`src/rtl/truth_table_sweeper.sv`:
```
// Programmable N-input truth table that sweeps every input combination onto a valid/ready stream.
// Optional ones counter output enabled by defining TTS_ONES_COUNT_EN.
module truth_table_sweeper #(
  parameter int N = 2,
  parameter logic [(1<<N)-1:0] TT_INIT = {{((1<<N)-1){1'b0}}, 1'b1}
) (
  input  logic              clk,
  input  logic              reset,
  input  logic              cfg_we,
  input  logic [(1<<N)-1:0] cfg_tt,
  input  logic              start,
  output logic              busy,
  output logic              out_vld,
  input  logic              out_rdy,
  output logic [N-1:0]      out_x,
  output logic              out_s,
  output logic              done
`ifdef TTS_ONES_COUNT_EN
  ,
  output logic [N:0]        ones_cnt
`endif
);

  typedef enum logic [1:0] {
    S_IDLE,
    S_RUN,
    S_DONE
  } state_t;

  localparam logic [N:0] LAST = (N+1)'((1 << N) - 1);

  state_t            state;
  state_t            state_nxt;
  logic [(1<<N)-1:0] tt;
  logic [N:0]        idx;
  logic [N:0]        idx_inc;
  logic              go;
  logic              xfer;
  logic              last_xfer;

  always_comb begin
    go        = (state == S_IDLE) && start;
    xfer      = (state == S_RUN) && out_rdy;
    last_xfer = xfer && (idx == LAST);
    idx_inc   = idx + (N+1)'(1);
  end

  always_comb begin
    state_nxt = state;
    busy      = 1'b0;
    out_vld   = 1'b0;
    done      = 1'b0;
    case (state)
      S_IDLE: begin
        if (start) state_nxt = S_RUN;
      end
      S_RUN: begin
        busy    = 1'b1;
        out_vld = 1'b1;
        if (last_xfer) state_nxt = S_DONE;
      end
      S_DONE: begin
        busy      = 1'b1;
        done      = 1'b1;
        state_nxt = S_IDLE;
      end
      default: state_nxt = S_IDLE;
    endcase
  end

  always_ff @(posedge clk) begin
    if (reset) begin
      state <= S_IDLE;
    end else begin
      state <= state_nxt;
    end
  end

  // out_s is preloaded from cfg_tt when a load and start coincide, so the sweep sees the new table.
  always_ff @(posedge clk) begin
    if (reset) begin
      tt    <= TT_INIT;
      idx   <= '0;
      out_x <= '0;
      out_s <= 1'b0;
    end else begin
      if ((state == S_IDLE) && cfg_we) tt <= cfg_tt;
      if (go) begin
        idx   <= '0;
        out_x <= '0;
        out_s <= cfg_we ? cfg_tt[0] : tt[0];
      end else if (xfer) begin
        idx <= idx_inc;
        if (!last_xfer) begin
          out_x <= idx_inc[N-1:0];
          out_s <= tt[idx_inc[N-1:0]];
        end
      end
    end
  end

`ifdef TTS_ONES_COUNT_EN
  always_ff @(posedge clk) begin
    if (reset) begin
      ones_cnt <= '0;
    end else if (go) begin
      ones_cnt <= '0;
    end else if (xfer && out_s) begin
      ones_cnt <= ones_cnt + (N+1)'(1);
    end
  end
`endif

endmodule

```
`config.mk`:
```
export PLATFORM = sky130hd
export DESIGN_NAME = truth_table_sweeper
export DESIGN_NICKNAME = d
export VERILOG_FILES = /design/src/rtl/truth_table_sweeper.sv
export SDC_FILE = /design/constraint.sdc
export NUM_CORES = 1
export LEC_CHECK = 0
export ABC_AREA = 1
export BUFFER_PORTS_ARGS = -buffer_cell sky130_fd_sc_hd__buf_2
export CAP_MARGIN = 20
export CORE_MARGIN = 1
export CORE_UTILIZATION = 40
export DETAILED_ROUTE_END_ITERATION = 8
export GPL_ROUTABILITY_DRIVEN = 0
export PLACE_DENSITY = 0.64
export SYNTH_ARGS = -nofsm -noshare
export SYNTH_HDL_FRONTEND = slang
export SYNTH_SLANG_ARGS = --single-unit
export TNS_END_PERCENT = 1
```
`constraint.sdc`:
```
create_clock -name clk -period 1.7 [get_ports clk]
set_input_delay 0.17 -clock clk [delete_from_list [all_inputs] [get_ports clk]]
set_output_delay 0.17 -clock clk [all_outputs]
set_load 0.1 [all_outputs]
```
# Word level (Yosys, flattened, before mapping)

Cells that the tools add are included.

Multiplexer cells: 12
Bitwise gates (word level): 1
$add $sub $neg: 1
Reductions and logical operators: 11
Magnitude comparators: 1
Eq/ne operators: 6

Operators with widths:

| cell                | number |
|---|---|
| $mux 1              | 8 |
| $ne 2x2->1 const B  | 3 |
| $reduce_and 2->1    | 3 |
| $logic_and 1x1->1   | 4 |
| $mux 2              | 2 |
| $pmux 2 s2          | 1 |
| $reduce_or 2->1     | 2 |
| $add 3x1->3 const B | 1 |
| $eq 3x2->1 const B  | 1 |
| $lt 2x3->1 const B  | 1 |
| $bmux 1 s2          | 1 |
| $eq 2x1->1 const B  | 1 |
| $eq 2x2->1 const B  | 1 |
| $logic_not 2->1     | 1 |
| $reduce_bool 2->1   | 1 |
| $not 1->1           | 1 |

Bits in registers: 12

# Depth between registers and ports, before layout

Gate-level depths: netlist of the first run.

Depth after elaboration: 6
Depth in mapped cells: 8

# Least setup slack after synthesis of the first run

Ideal clock, no wire load.

Kind: flip-flop to flip-flop
From: reg state[1]
To: reg out_x[0]
Path buffers: 0
Path slack: -0.168 ns
Cell stages (with the launch flop): 7
Data arrival time: 1.788 ns
Library setup time: 0.079 ns
Cell sequence: dfxtp_1 inv_1 ha_1 nand2_2 nor2_4 nor2_1 a211oi_2

Longest elaborated chain between the ends: 5

Ends and longest elaborated chain:

| item                              | RTL line | source |
|---|---|---|
| start, declared                   | 32       | `state_t state;` |
| start signal, assigned            | 75       | `state <= state_nxt;` |
| $eq 2x1->1                        | 43       | `xfer = (state == S_RUN) && out_rdy;` |
| $logic_and 1x1->1                 | 43       |  |
| $logic_and 1x1->1                 | 44       | `last_xfer = xfer && (idx == LAST);` |
| $not 1->1 (no source line)        | -        |  |
| $reduce_and 2->1 (no source line) | -        |  |
| end signal, assigned              | 95       | `out_x <= idx_inc[N-1:0];` |
| end, declared                     | 15       | `output logic [N-1:0] out_x,` |

Parallel ways exist; a longest one is shown, timed or not.
A chain may end at the register's enable or synchronous reset.

# Worst setup path after layout of the first run

From: reg state[0]
To: out busy

Longest elaborated chain between the ends: 3

Ends and longest elaborated chain:

| item                                     | RTL line | source |
|---|---|---|
| $eq 2x1->1 or $eq 2x2->1 (tied branches) | 53       | `case (state)` |
| $reduce_or 2->1 (no source line) (*)     | -        |  |
| $mux 1 (*)                               | 53       |  |
| end, declared                            | 12       | `output logic busy,` |

Mark *: on every way between the ends. The rest lies on a longest branch, timed or not.

==> flow_summary_export.csv, run 1 <==
group,metric,value,unit
logic_synthesis,syn_nets,95,
setup_path,startpoint_type,"register",
hold_path,hold_path_class,"input pin to register",
clocking,root_buffer,"clkbuf_4",
placed_design,hpwl,925,um
timing,final-setup-viol-count,0,
setup_path,r2r-start,"idx[0]",
floorplan,coreArea,1350,um2
timing,finalCriticalPeriod,1.60,ns
timing,slew_violations,0,
logic_synthesis,synth_common_cells,"inv_1 (13), dfxtp_1 (12), nor2_1 (12)",
clocking,hold_buffers,0,
clocking,clock-sinks,12,
logic_synthesis,ys_seq_area_share,40.0,%
logic_synthesis,ys.flop_type,"dfxtp_1",
setup_path,worstSetupStartpoint,"state[0]",
setup_path,worstPathArrival,1.43,ns
clocking,cts.clk_slew.worst_paths,0.08,ns
logic_synthesis,yosys-top-cells-area,"dfxtp_1 (40%), ha_1 (13%), inv_1 (8.1%), nor2_1 (7.5%), nand2_1 (6.9%)",
setup_path,crit_required,1.53,ns
clocking,cts.repair.resized,0,
drt,drtPass1Iterations,4,
drt,ant_nets,0,
timing,max_freq,627,MHz
power_and_ir_drop,p_leak,0.366,nW
setup_path,crit_type,"register to output port",
logic_synthesis,synth_top_cell_by_area,"dfxtp_1",
global_routing,grt_pass1_wl,1770,um
floorplan,row_count,13,
logic_synthesis,synth.avg_cell_area,7.51,um2
logic_synthesis,synth_top_area_share,40.0,%
clocking,htreeDepth,1,
job,maxCapViolations,0,
cells_and_area,fillers,139,
drt,drc_errors,0,
timing,final.setup.tns,0,ns
clocking,cts_tree,"done",
run_status,status,"finished, final reports clean",
cells_and_area,diodes,0,
logic_synthesis,synth_edf_count,0,
logic_synthesis,synth_cell_types,16,
placed_design,port_buffers,14,
floorplan,dieHeight,40.8,um
global_routing,antenna_found_initial,0,
logic_synthesis,syn_area,601,um2
clocking,cts_setup_buffers,0,
timing,hold_viol_final,0,
drt,drtIter0Drc,9,
cells_and_area,layout-drive-gt1-share,23.5,%
global_routing,grt_pass1_vias,476,
floorplan,die_area,1660,um2
logic_synthesis,synth.most_common_cell,"inv_1",
logic_synthesis,ys_warn_count,0,
timing,rsz0062_at_grt,"false",
floorplan,initial_utilization,44.5,%
power_and_ir_drop,power_density,1980,nW/um2
drt,drt-total-wl,1140,um
power_and_ir_drop,vdd_drop_max,1.02,mV
global_routing,globalRouteOverflowTotal,0,
timing,period_share,93.8,%
clocking,cts_inserted_buffers,3,
drt,via_per_inst,4.86,
floorplan,die_w,40.8,um
cells_and_area,area_growth,21.2,%
global_routing,grt_start_max_net_pins,9,
clocking,clk_path_buf_depth,2,
floorplan,io_pins,15,
logic_synthesis,syn_inst,80,
timing,relSlewSlack,67.5,%
drt,wl_per_cell,10.1,um
clocking,clock_latency,0.27,ns
timing,fin_worst_skew,0.00176,ns
logic_synthesis,ys_ff_latch,12,
cells_and_area,nets,114,
timing,fin_ws,0.105,ns
logic_synthesis,synthArstFlopShare,0,%
hold_path,hold_start,"reset",
placed_design,post-place-ws,0.390,ns
setup_path,worstSetupEndpointType,"output port",
drt,dr_total_vias,549,
global_routing,track_usage,17.0,%
setup_path,worstPathMaxFanout,3,
timing,worst_slew_pin_slew,0.490,ns
[placed cells by master, fill, tap and decap left out]
cell	count
a211oi_2	1
a21oi_1	6
buf_2	14
clkbuf_4	3
clkbuf_8	1
dfxtp_1	12
ha_1	5
ha_2	1
inv_1	13
inv_2	1
nand2_1	11
nand2_2	1
nand3_1	4
nor2_1	12
nor2_4	1
nor3_1	1
o211ai_1	1
o21ai_0	8
o21ai_1	1
o221ai_1	1
[power by group]
group	total (mW)	switching, mW	internal, mW
Clock	0.230	0.0999	0.130
Sequential	0.396	0.0410	0.355
Combinational	0.818	0.648	0.170
Total	1.44	0.789	0.656
[worst max-delay path, stage by stage, from the launching register on]
cell	delay (ns)
dfxtp_1	0.36
inv_1	0.09
ha_1	0.28
buf_2	0.42
[kinds of logic after synthesis]
logic type               synth area share [%]
adder cells (fa/ha/maj)                  12.5
flip-flops                               40.0
buffers and inverters                    8.75
AND/OR/NAND/NOR                          21.5
AO/OA/AOI/OAI                            17.3
[state kept, by name, indices dropped and copies added, names as in the netlist]
register / flops
tt: 4
idx: 3
out_x: 2
state: 2
out_s: 1
[path summary, 6_finish.rpt]
| path | to | slack, ns | depth (start not counted) |
|---|---|---|---|
| hold / removal | tt[0] | 0.13 | 3 |
| setup reg to reg | state[0] | 0.39 | 8 |
| hold reg to reg | tt[3] | 0.50 | 2 |
| setup / recovery | busy | 0.10 | 3 |
[through the flow]
stage	area (um2)	util, %	cells	power (mW)	hold slack [ns]
after global routing	728	53.9	113	1.54	0.151
after detailed placement	692	51.3	109	1.22	0.423
after CTS	728	53.9	113	1.46	0.133
after global placement	692	51.3	109	1.21	0.415
after floorplan	603	-	80	1.11	0.295
final	728	53.9	113	1.44	0.134
[per-layer routing]
metal	vias to the layer above	global-route usage, %	share of wire [%]
met5	-	0	0
met4	0	12.5	1.9
met3	4	4.89	3.8
met2	11	26.2	43
met1	237	19.9	51
li1	297	-	-
[layout make-up]
class	instances	area (um2)	share of cell area [%]
clock buffer	4	36.3	4.98
inverter	14	52.6	7.22
multi-input combinational	54	310	42.6
sequential	12	240	33.0
tap	15	18.8	2.58
timing repair buffer	14	70.1	9.62
(Power assumes the default switching activity.)
==> inputs of run 2 (changes only) <==
--- a/config.mk
+++ b/config.mk
@@ -13,6 +13,7 @@
 export DETAILED_ROUTE_END_ITERATION = 8
 export GPL_ROUTABILITY_DRIVEN = 0
 export PLACE_DENSITY = 0.64
+export RECOVER_POWER = 50
 export SYNTH_ARGS = -nofsm -noshare
 export SYNTH_HDL_FRONTEND = slang
 export SYNTH_SLANG_ARGS = --single-unit
==> run 2 against run 1 <==
  * Die area is the same
  * Clock-buffer cell count is the same
  * Design area shrank 1.0%
  * Cell count is the same
  * Global-route usage is the same
  * Flip-flop and latch count is the same
  * Via count shrank 0.18%
  * Critical path depth is the same
  * Core utilization shrank 0.56 points
  * Fmax is essentially flat
  * Critical endpoint unchanged
  * Largest power group unchanged
==> flow_summary_export.csv, run 2 (same netlist as run 1, synthesis figures left out) <==
group,metric,value,unit
hold_path,hold_path_class,"input pin to register",
cells_and_area,final_cell_mix,"inv_1 (13), nor2_1 (13), dfxtp_1 (12)",
power_and_ir_drop,power_density,2000,nW/um2
power_and_ir_drop,switching_share,54.6,%
setup_path,r2r_end,"out_s",
cells_and_area,fillers,141,
placed_design,port_buffers,14,
timing,rsz0062_at_grt,"false",
drt,drtPass1Iterations,4,
timing,final.setup.tns,0,ns
clocking,clock_latency,0.27,ns
timing,final-setup-viol-count,0,
drt,drtIter0Drc,7,
setup_path,startpoint_type,"register",
setup_path,r2r_setup_slack,0.37,ns
setup_path,r2r_cells,5,
job,maxCapViolations,0,
cells_and_area,final_area,721,um2
floorplan,coreArea,1350,um2
clocking,cts.clk_slew.worst_paths,0.08,ns
cells_and_area,layout-drive-gt1-share,22.4,%
clocking,cts_tree,"done",
setup_path,worstPathArrival,1.43,ns
cells_and_area,area_growth,20.0,%
hold_path,hold_start,"reset",
floorplan,die_w,40.8,um
timing,slew_violations,0,
timing,fin_worst_skew,0.00177,ns
clocking,cts_setup_buffers,0,
drt,drt-total-wl,1140,um
clocking,htreeDepth,1,
clocking,cts.repair.resized,0,
timing,period_share,93.8,%
run_status,status,"finished, final reports clean",
timing,finalCriticalPeriod,1.60,ns
global_routing,globalRouteOverflowTotal,0,
placed_design,post_dp_cell_area,692,um2
global_routing,track_usage,17.0,%
power_and_ir_drop,p_sw,0.785,mW
clocking,hold_buffers,0,
cells_and_area,diodes,0,
power_and_ir_drop,seqPwrFrac,27.6,%
timing,hold_viol_final,0,
setup_path,worstSetupEndpointType,"output port",
setup_path,crit_type,"register to output port",
global_routing,antenna_found_initial,0,
hold_path,hold_depth,3,
clocking,clk_path_buf_depth,2,
setup_path,r2r-start,"idx[0]",
global_routing,grt_pass1_vias,476,
timing,relSlewSlack,63.8,%
cells_and_area,largest_reg_flops,4,
setup_path,crit_required,1.53,ns
global_routing,grt_pass1_wl,1770,um
cells_and_area,largest_registers,"tt: 4 flops, idx: 3 flops",
placed_design,hpwl,925,um
power_and_ir_drop,p_clk_share,16.0,%
floorplan,dieHeight,40.8,um
floorplan,die_area,1660,um2
drt,drc_errors,0,
power_and_ir_drop,p_leak,0.364,nW
drt,dr_total_vias,548,
timing,max_freq,627,MHz
timing,worst_slew_pin_slew,0.545,ns
cells_and_area,top_register,"tt",
floorplan,row_count,13,
hold_path,holdPathEnd,"tt[0]",
drt,ant_nets,0,
global_routing,grt_start_max_net_pins,9,
floorplan,initial_utilization,44.5,%
power_and_ir_drop,p_int,0.653,mW
cells_and_area,nets,114,
clocking,cts_inserted_buffers,3,
clocking,root_buffer,"clkbuf_4",
power_and_ir_drop,vdd_drop_max,1.02,mV
power_and_ir_drop,comb_power_share,56.4,%
drt,wl_per_cell,10.1,um
floorplan,io_pins,15,
setup_path,worstPathMaxFanout,3,
drt,via_per_inst,4.85,
clocking,clock-sinks,12,
-- run 2: metal layers --
metal,part of all wire (%),vias up,track usage (%)
li1,-,297,-
met3,3.7,4,4.89
met1,51,236,19.9
met2,43,11,26.2
met4,1.9,0,12.5
met5,0,-,0
-- run 2: worst max-delay path by stage --
stage / startpoint / to / cells past startpoint
6_report: state[0] / busy / 3
5_1_grt: state[0] / busy / 3
4_1_cts: state[0] / busy / 3
3_5_place_dp: idx[0] / state[0] / 8
3_3_place_gp: state[0] / busy / 3
2_1_floorplan: state[1] / out_x[0] / 6
-- run 2: stage by stage --
stage / setup slack, ns / total power, mW / hold slack (ns) / instances / util (%)
after floorplan: 0.180 / 1.11 / 0.295 / 80 / -
after global placement: 0.417 / 1.21 / 0.415 / 109 / 51.3
after detailed placement: 0.390 / 1.22 / 0.423 / 109 / 51.3
after CTS: 0.0860 / 1.46 / 0.133 / 113 / 53.9
after global routing: 0.0351 / 1.53 / 0.151 / 113 / 53.4
final: 0.105 / 1.44 / 0.134 / 113 / 53.4
-- run 2: final cells by class --
class | instances | area, um2 | share of cell area [%]
clock buffers | 4 | 36.3 | 5.03
multi-input cells | 54 | 303 | 42.0
repair buffers | 14 | 70.1 | 9.72
well taps | 15 | 18.8 | 2.60
inverters | 14 | 52.6 | 7.29
flip-flops and latches | 12 | 240 | 33.3
-- run 2: critical path: stages (launching register included) --
cell and delay [ns]:
dfxtp_1 0.36, inv_1 0.09, ha_1 0.28, buf_2 0.42
-- run 2: power groups by stage --
stage / clock (mW) / sequential [mW] / combinational [mW]
after floorplan: 0 / 0.511 / 0.603
after global placement: 0 / 0.404 / 0.806
after detailed placement: 0 / 0.404 / 0.819
after CTS: 0.236 / 0.398 / 0.822
after global routing: 0.249 / 0.409 / 0.875
final: 0.230 / 0.397 / 0.811
==> inputs of run 3 (changes only) <==
--- a/config.mk
+++ b/config.mk
@@ -8,11 +8,12 @@
 export ABC_AREA = 1
 export BUFFER_PORTS_ARGS = -buffer_cell sky130_fd_sc_hd__buf_2
 export CAP_MARGIN = 20
-export CORE_MARGIN = 1
-export CORE_UTILIZATION = 40
+export CORE_AREA = 2 2 39 41
+export CTS_CLUSTER_DIAMETER = 30
 export DETAILED_ROUTE_END_ITERATION = 8
+export DIE_AREA = 0 0 41 43
 export GPL_ROUTABILITY_DRIVEN = 0
-export PLACE_DENSITY = 0.64
+export PLACE_DENSITY = 0.7
 export RECOVER_POWER = 50
 export SYNTH_ARGS = -nofsm -noshare
 export SYNTH_HDL_FRONTEND = slang
==> run 3 against run 2 <==
  * Non-clock buffer count unchanged
  * Critical path type unchanged
  * Global-route usage grew 0.26 points
  * Routed wire length is 3.7% higher
  * Highest routed layer unchanged
  * Clock skew barely moved
  * Combinational power is 0.7% lower
  * Power fell by 3.6%
  * First-iteration DRC count decreased by 57%
  * Worst setup slack lost 0.013 ns
  * Clock-buffer cell count shrank 1
  * Clock power shrank 21%
  * Register-to-register slack about the same
==> flow_summary_export.csv, run 3 (same netlist as run 1, synthesis figures left out) <==
group,metric,value,unit
cells_and_area,largest_reg_flops,4,
placed_design,port_buffers,14,
clocking,clock_latency,0.28,ns
global_routing,globalRouteOverflowTotal,0,
setup_path,worstSetupStartpoint,"state[0]",
timing,final.setup.tns,0,ns
run_status,status,"finished, final reports clean",
power_and_ir_drop,power_density,1960,nW/um2
setup_path,r2r-start,"idx[0]",
setup_path,worstPathArrival,1.44,ns
floorplan,die_area,1760,um2
power_and_ir_drop,vdd_drop_max,1.34,mV
hold_path,hold_start,"reset",
cells_and_area,layout-drive-gt1-share,21.6,%
drt,drtPass1Iterations,4,
global_routing,grt_pass1_vias,464,
cells_and_area,final_cell_mix,"inv_1 (13), nor2_1 (13), dfxtp_1 (12)",
timing,max_freq,622,MHz
floorplan,dieHeight,43,um
drt,wl_per_cell,10.5,um
floorplan,initial_utilization,43.4,%
clocking,clock-sinks,12,
cells_and_area,top_register,"tt",
cells_and_area,area_growth,17.9,%
cells_and_area,postLayoutCoreUtil,51.2,%
drt,via_per_inst,4.95,
hold_path,hold_path_class,"input pin to register",
cells_and_area,nets,114,
drt,ant_nets,0,
setup_path,startpoint_type,"register",
global_routing,track_usage,17.3,%
timing,period_share,94.6,%
setup_path,worstPathMaxFanout,3,
power_and_ir_drop,switching_share,56.5,%
power_and_ir_drop,p_leak,0.357,nW
clocking,cts.repair.resized,0,
floorplan,coreArea,1380,um2
power_and_ir_drop,p_int,0.603,mW
drt,drtIter0Drc,3,
timing,relSlewSlack,64.2,%
global_routing,antenna_found_initial,0,
power_and_ir_drop,seqPwrFrac,28.9,%
clocking,cts_tree,"done",
timing,worst_slew_pin_slew,0.539,ns
power_and_ir_drop,comb_power_share,58.1,%
timing,finalCriticalPeriod,1.61,ns
setup_path,crit_required,1.53,ns
setup_path,crit_type,"register to output port",
job,maxCapViolations,0,
clocking,cts_setup_buffers,0,
drt,drc_errors,0,
global_routing,grt_start_max_net_pins,9,
timing,fin_worst_skew,0.00146,ns
clocking,cts_inserted_buffers,3,
floorplan,row_count,14,
floorplan,die_w,41,um
cells_and_area,final_area,708,um2
setup_path,worstSetupEndpointType,"output port",
cells_and_area,diodes,0,
drt,drt-total-wl,1180,um
clocking,clk_path_buf_depth,2,
cells_and_area,largest_registers,"tt: 4 flops, idx: 3 flops",
power_and_ir_drop,p_clk_share,13.0,%
timing,rsz0062_at_grt,"false",
placed_design,hpwl,935,um
clocking,htreeDepth,1,
timing,hold_viol_final,0,
timing,final-setup-viol-count,0,
drt,dr_total_vias,559,
global_routing,grt_pass1_wl,1950,um
power_and_ir_drop,p_sw,0.783,mW
clocking,cts.clk_slew.worst_paths,0.07,ns
clocking,root_buffer,"clkbuf_4",
timing,slew_violations,0,
floorplan,io_pins,15,
placed_design,post_dp_cell_area,693,um2
clocking,hold_buffers,0,
[run 3: layout make-up]
| cell class | instances | area, um2 |
|---|---|---|
| Clock buffer | 3 | 22.5 |
| Multi-Input combinational cell | 54 | 303 |
| Fill cell | 141 | 676 |
| Sequential cell | 12 | 240 |
| Inverter | 14 | 52.6 |
| Timing Repair Buffer | 14 | 70.1 |
| Tap cell | 16 | 20.0 |
[run 3: critical path, stage by stage, from the launching register on]
cell and delay (ns):
dfxtp_1 0.37, inv_1 0.09, ha_1 0.28, buf_2 0.41
[run 3: path summary, 6_finish.rpt]
kind,endpoint,slack (ns),cells after the start
worst min-delay path,tt[0],0.13,3
worst max-delay path,busy,0.09,3
worst max register to register,out_s,0.37,5
worst min register to register,tt[1],0.49,2
[run 3: metrics by stage]
step                      setup WS [ns]  std cells  total power, mW  hold slack (ns)
after floorplan                   0.180         80             1.11            0.295
after global placement            0.419        110             1.21            0.419
after detailed placement          0.368        110             1.22            0.423
after CTS                        0.0909        113             1.40            0.129
after global routing             0.0293        113             1.48            0.133
final                            0.0915        113             1.39            0.133
[run 3: layer usage]
layer	GRT usage, %	part of all wire, %
met5	0	0
met4	10.0	2.1
met3	7.85	4.9
met2	25.9	49
met1	19.1	44
[run 3: power groups by stage]
stage	registers, mW	clock network (mW)	logic (mW)
2_1_floorplan	0.511	0	0.603
3_3_place_gp	0.404	0	0.806
3_5_place_dp	0.404	0	0.813
4_1_cts	0.398	0.183	0.817
5_1_grt	0.410	0.202	0.869
6_report	0.400	0.181	0.805
